`src/rtl/spi_flash_reader.sv`:
```
// SPI mode-0 read master for W25Q16-class flash: shifts out the read opcode and a 24-bit
// address, then clocks in rd_len bytes and presents each one with a single-cycle rd_valid.
module spi_flash_reader #(
    parameter int         CLK_DIV = 2,
    parameter logic [7:0] RD_CMD  = 8'h03
) (
    input  logic        clk,
    input  logic        rst,
    input  logic        rd_start,
    input  logic [23:0] rd_addr,
    input  logic [8:0]  rd_len,
    input  logic        spi_miso,
    output logic        spi_clk,
    output logic        cs,
    output logic        spi_mosi,
    output logic [7:0]  rd_data,
    output logic        rd_valid,
    output logic        rd_busy,
    output logic        rd_done
);

    // state | meaning
    // IDLE  | cs high, waiting for rd_start with a nonzero rd_len
    // SETUP | cs low, SCLK low for CLK_DIV cycles, opcode MSB already on MOSI
    // SHIFT | 32 opcode/address bits out, then 8*rd_len data bits in
    // HOLD  | SCLK parked low for CLK_DIV cycles before cs is released
    // DONE  | cs high, rd_done pulse, back to IDLE
    typedef enum logic [2:0] {IDLE, SETUP, SHIFT, HOLD, DONE} state_t;

    localparam int               DIV_W    = (CLK_DIV > 1) ? $clog2(CLK_DIV) : 1;
    localparam logic [DIV_W-1:0] DIV_LOAD = DIV_W'(CLK_DIV - 1);

    state_t           state_q, state_d;
    logic [DIV_W-1:0] div_q, div_d;
    logic [12:0]      bits_q, bits_d;
    logic [8:0]       byte_q, byte_d;
    logic [31:0]      sh_q, sh_d;
    logic [6:0]       rx_q, rx_d;
    logic             sclk_d, cs_d, mosi_d, valid_d, busy_d, done_d;
    logic [7:0]       data_d;
    logic             data_bit;

    always_ff @(posedge clk or posedge rst) begin
        if (rst) begin
            state_q  <= IDLE;
            div_q    <= '0;
            bits_q   <= '0;
            byte_q   <= '0;
            sh_q     <= '0;
            rx_q     <= '0;
            spi_clk  <= 1'b0;
            cs       <= 1'b1;
            spi_mosi <= 1'b0;
            rd_data  <= '0;
            rd_valid <= 1'b0;
            rd_busy  <= 1'b0;
            rd_done  <= 1'b0;
        end else begin
            state_q  <= state_d;
            div_q    <= div_d;
            bits_q   <= bits_d;
            byte_q   <= byte_d;
            sh_q     <= sh_d;
            rx_q     <= rx_d;
            spi_clk  <= sclk_d;
            cs       <= cs_d;
            spi_mosi <= mosi_d;
            rd_data  <= data_d;
            rd_valid <= valid_d;
            rd_busy  <= busy_d;
            rd_done  <= done_d;
        end
    end

    always_comb begin
        state_d = state_q;
        div_d   = div_q;
        bits_d  = bits_q;
        byte_d  = byte_q;
        sh_d    = sh_q;
        rx_d    = rx_q;
        sclk_d  = spi_clk;
        cs_d    = cs;
        mosi_d  = spi_mosi;
        data_d  = rd_data;
        valid_d = 1'b0;
        busy_d  = rd_busy;
        done_d  = 1'b0;
        // bits_q counts remaining bits down to 0; the last 8*byte_q of them are data bits
        data_bit = ({1'b0, byte_q, 3'b000} > bits_q);

        case (state_q)
            IDLE: begin
                busy_d = 1'b0;
                cs_d   = 1'b1;
                sclk_d = 1'b0;
                mosi_d = 1'b0;
                if (rd_start && rd_len != 9'd0) begin
                    state_d = SETUP;
                    cs_d    = 1'b0;
                    busy_d  = 1'b1;
                    div_d   = DIV_LOAD;
                    sh_d    = {RD_CMD, rd_addr};
                    mosi_d  = RD_CMD[7];
                    byte_d  = rd_len;
                    bits_d  = {1'b0, rd_len, 3'b000} + 13'd31;
                end
            end

            SETUP: begin
                if (div_q == '0) begin
                    state_d = SHIFT;
                    div_d   = DIV_LOAD;
                end else begin
                    div_d = div_q - DIV_W'(1);
                end
            end

            SHIFT: begin
                if (div_q != '0) begin
                    div_d = div_q - DIV_W'(1);
                end else if (!spi_clk) begin
                    sclk_d = 1'b1;
                    div_d  = DIV_LOAD;
                    if (data_bit) begin
                        rx_d = {rx_q[5:0], spi_miso};
                        // remaining count is a multiple of 8 on the last bit of each byte
                        if (bits_q[2:0] == 3'b000) begin
                            data_d  = {rx_q, spi_miso};
                            valid_d = 1'b1;
                            byte_d  = byte_q - 9'd1;
                        end
                    end
                end else begin
                    sclk_d = 1'b0;
                    div_d  = DIV_LOAD;
                    if (bits_q == 13'd0) begin
                        state_d = HOLD;
                        mosi_d  = 1'b0;
                    end else begin
                        bits_d = bits_q - 13'd1;
                        sh_d   = {sh_q[30:0], 1'b0};
                        mosi_d = sh_q[30];
                    end
                end
            end

            HOLD: begin
                if (div_q == '0) begin
                    state_d = DONE;
                    cs_d    = 1'b1;
                    done_d  = 1'b1;
                end else begin
                    div_d = div_q - DIV_W'(1);
                end
            end

            DONE: begin
                state_d = IDLE;
                busy_d  = 1'b0;
            end

            default: state_d = IDLE;
        endcase
    end

endmodule

```
`config.mk`:
```
export PLATFORM = sky130hd
export DESIGN_NAME = spi_flash_reader
export DESIGN_NICKNAME = d
export VERILOG_FILES = /design/src/rtl/spi_flash_reader.sv
export SDC_FILE = /design/constraint.sdc
export NUM_CORES = 1
export LEC_CHECK = 0
export ABC_CLOCK_PERIOD_IN_PS = 2550
export CAP_MARGIN = 30
export CORE_ASPECT_RATIO = 0.6
export CORE_MARGIN = 2
export CORE_UTILIZATION = 44
export CTS_CLUSTER_DIAMETER = 150
export DETAILED_ROUTE_END_ITERATION = 6
export GPL_ROUTABILITY_DRIVEN = 0
export HOLD_SLACK_MARGIN = 0.15
export PLACE_DENSITY_LB_ADDON = 0.3
export SETUP_SLACK_MARGIN = 0.05
export SLEW_MARGIN = 20
export SYNTH_ARGS = -nofsm -noshare
export SYNTH_HDL_FRONTEND = slang
export SYNTH_SLANG_ARGS = --single-unit
```
`constraint.sdc`:
```
create_clock -name clk -period 2.55 [get_ports clk]
set_input_delay 0.3825 -clock clk [delete_from_list [all_inputs] [get_ports clk]]
set_output_delay 0.3825 -clock clk [all_outputs]
set_load 0.05 [all_outputs]
```
==> results.md <==
* Status: completed
* Setup violators final at 0
* Kind of critical path: reg2reg
* Highest routed layer: met4
* Die height at 80.59 um
* Antenna cells at 0
* Met2 WL post-DR at 4660 um
* Leakage power summed over all cells at 0.002422 uW
* Clock-pin slew on the worst setup and hold paths at 60 ps
* CP Launch Type: flop
* CTS Hold Buffers Added at 0
* RSZ-0062 raised after global routing: true
* Power share of the combinational group at 0.468
* Leading cell types in the layout, fill and taps excluded: nand2_1, dfrtp_1, clkdlybuf4s50_1, nor2_1, buf_4
* Pins Over Slew Limit at 0
* Tightest Hold Check Type: in2async
* Post-synth EDFFs at 0
* Bufs and invs on worst path at 1
* Most frequently used flop master after synthesis: dfrtp_1
* Initial antenna violation count at 0
* Total global routing overflow at 0
* Final hold slack at 345.2 ps
* Number of maximum-capacitance constraint violations at 0
* Netlist cell types at between 60 and 70
* Sink Count at 78
* Min Tclk post-route at 2412 ps
* Part of the power in the clock network at 0.230
* Timing-limited maximum frequency at approximately 410 MHz
* Root buffer cell: clkbuf_16
* Post-synthesis instance area at 4302 um2
* Post-synthesis register bit count at 78
* P per Cell Area at around 1200 nW/um2
* Clock Skew at 6.356 ps
* Max stage delay cell, worst path: dfrtp_1
* Synthesized Nets at 507
* Maximum ir drop on the vdd rail at 0.5165 mV
* Fraction of final layout cells sized beyond drive strength 1 at 0.1937
* Full die area at ~11,000 um2
* Half-perimeter wire length of the detailed placement result at 7765 um
* Switch share at 0.3934
* Most common cell after layout, fill and taps aside: nand2_1
* Worst setup slack before clock tree synthesis at -133.3 ps
* Buffer levels on the longest clock path at 2
* Residual DRC count at 0
* First-pass GRT wire length at ~18,000 um
* Final worst-path setup slack at 138.4 ps
* Register share of total power at 0.302
* Global router's overall resource usage at 0.2120
* Horiz. Die Dim at 131.7 um
* Number of antenna-violating nets in the routed design at 0
* Number of hold-slack violations in the final timing report at 0
* Pint at 4147 uW
* Placeable core region at 9324 um2
* Final period util at 0.9457
* Router iterations before antenna repair at 7
* CP Max Fanout at 8
* Per-cell routed wire length at 15.73 um
* Total Nets Final at 588
* Final core utilization at 0.6044
* Met3 layer wire length in the routed design at 775 um
* Measured slew at the worst slew-check pin at just under 700 ps
* Design Power at 6837 uW
* Wire length the detailed router placed on met1 at 5018 um
* Cell family with the largest share of critical-path delay: compound AO/OA/AOI/OAI gates
* Num rows at 27
* Required time reported for the critical path endpoint at ~2800 ps
* Share of async-settable or async-resettable flops after synthesis at 1.000
* Area added between synthesis and finish at 31.01%
* Arr. time, crit path at 2630 ps
* Number of top-level pins at 51
* Net Switching at 2690 uW
* IO Port Bufs at 50
* Sequential share of the synthesized area at 0.4540
* Average cell area after synthesis at between 9 and 10 um2
* Non-Filler Instances at 672
* Number of vias in the routed layout at ~3,700
* Number of synthesis warnings at 0
* Crit. End Element: flop
* Worst rel slew slack at 0.5393
* Clock buffers created by TritonCTS at 9
* Stage delay of the slowest cell on the critical path at about 400 ps
* Vias per std cell at 5.507
* Placed cells at approximately 660
* Cells along the critical path: inv_1, ha_1, and3b_1, a221o_1, a22oi_4, a21oi_4, and2_1, o31a_1
* Cells after Synth at 456
* Final WL at 10,570 um
* Clock tree from TritonCTS: done
* Htree depth at 3
* Vias in the first global route at between 3,000 and 4,000
* Latest clock arrival within the worst-skew pair at ~340 ps
* Initial cell density of the core at 0.4614
* Count of routing violations after the opening detailed-route iteration at 368
* Maximum number of pins on one net before global-route repair at 63
cell families (layout without fill, tap and decap cells):
family                     Yosys count  count (layout)  share of synthesized area
and+or+nand+nor                    184             184                     0.1955
DFF                                 78              78                     0.4540
muxes                                8               8                    0.02065
adders and majority gates           15              15                    0.04305
xor gates and xnor gates             8               8                    0.01629
AOI/OAI and AO/OA                  119             119                     0.2202
buffers and inverters               44             130                    0.05032
registers in the layout, indices dropped and copies added (netlist names), 3 cells and up:
name	flops
rx_q	7
state_q	3
sh_q	31
byte_q	9
bits_q	13
rd_data	8
what timing repair did:
item,4_1_cts,5_1_grt
buffers inserted,1,0
gates resized for setup,0,3
setup endpoints to repair,6,14
pin swaps,0,1
Yosys cell counts (all sizes together), types with 2 or more instances:
cell type   n  area (um2)
nand2      89       334.1
dfrtp      77        1927
nor2       46       172.7
a31oi      28       306.5
o21ai      25       136.4
a21oi      23       126.4
inv        20       75.07
buf        14       102.6
ha         14       175.2
nor3       14       80.08
clkbuf     10       38.78
a22o        7       61.31
mux2        7       78.83
a311oi      6       52.55
nand3       6       30.03
o22ai       6       37.54
a22oi       5       51.30
and3        5       31.28
nor3b       4       30.03
nor4        4       40.04
xnor2       4       35.03
xor2        4       35.03
or4b        3       30.03
a211oi      2       15.01
a21o        2       23.77
a32oi       2       17.52
a41oi       2       17.52
and2        2       12.51
nand2b      2       12.51
nand4       2       12.51
nor2b       2       12.51
o22a        2       17.52
path summary, 6_finish.rpt:
check / start / endpoint / slack (ps) / cells past startpoint
max in group asynchronous: rst / cs$_DFFE_PP1P_ / 1500 / 3
setup reg to reg: bits_q[4]$_DFFE_PP0P_ / byte_q[8]$_DFFE_PP0P_ / 140 / 8
hold reg to reg: rd_data[2]$_DFFE_PP0P_ / rd_data[2]$_DFFE_PP0P_ / 470 / 2
hold / removal: rst / rd_valid$_DFF_PP0_ / 350 / 2
min in group clk: rd_data[2]$_DFFE_PP0P_ / rd_data[2]$_DFFE_PP0P_ / 470 / 2
setup / recovery: bits_q[4]$_DFFE_PP0P_ / byte_q[8]$_DFFE_PP0P_ / 140 / 8
power groups by stage:
stage,Sequential (uW),Combinational (uW),Clock [uW]
after detailed placement,2070,3140,0
after floorplan,2040,2160,0
after global routing,2130,3550,1660
after CTS,2060,3170,1600
final,2060,3200,1570
after global placement,2060,3010,0
final cells by class:
cell class | instances | area (um2)
clock buffer | 10 | 239.0
clock inverter | 6 | 132.6
fill | 814 | 3689
inverter | 20 | 75.07
multi-input combinational | 334 | 2167
sequential | 78 | 1953
tap | 130 | 162.7
timing repair buffer | 94 | 905.9
through the flow:
stage	instance area (um2)	setup TNS, ps
2_1_floorplan	4302	0
3_3_place_gp	5216	-1464
3_5_place_dp	5224	-2110
4_1_cts	5615	0
5_1_grt	5635	0
6_report	5635	0
routing by layer:
metal  GRT usage  up-vias
met4     0.06413        0
met5           0        -
li1            -     1779
met3     0.05556       14
met1      0.2989     1773
met2      0.3204      135
(Power assumes the default switching activity.)
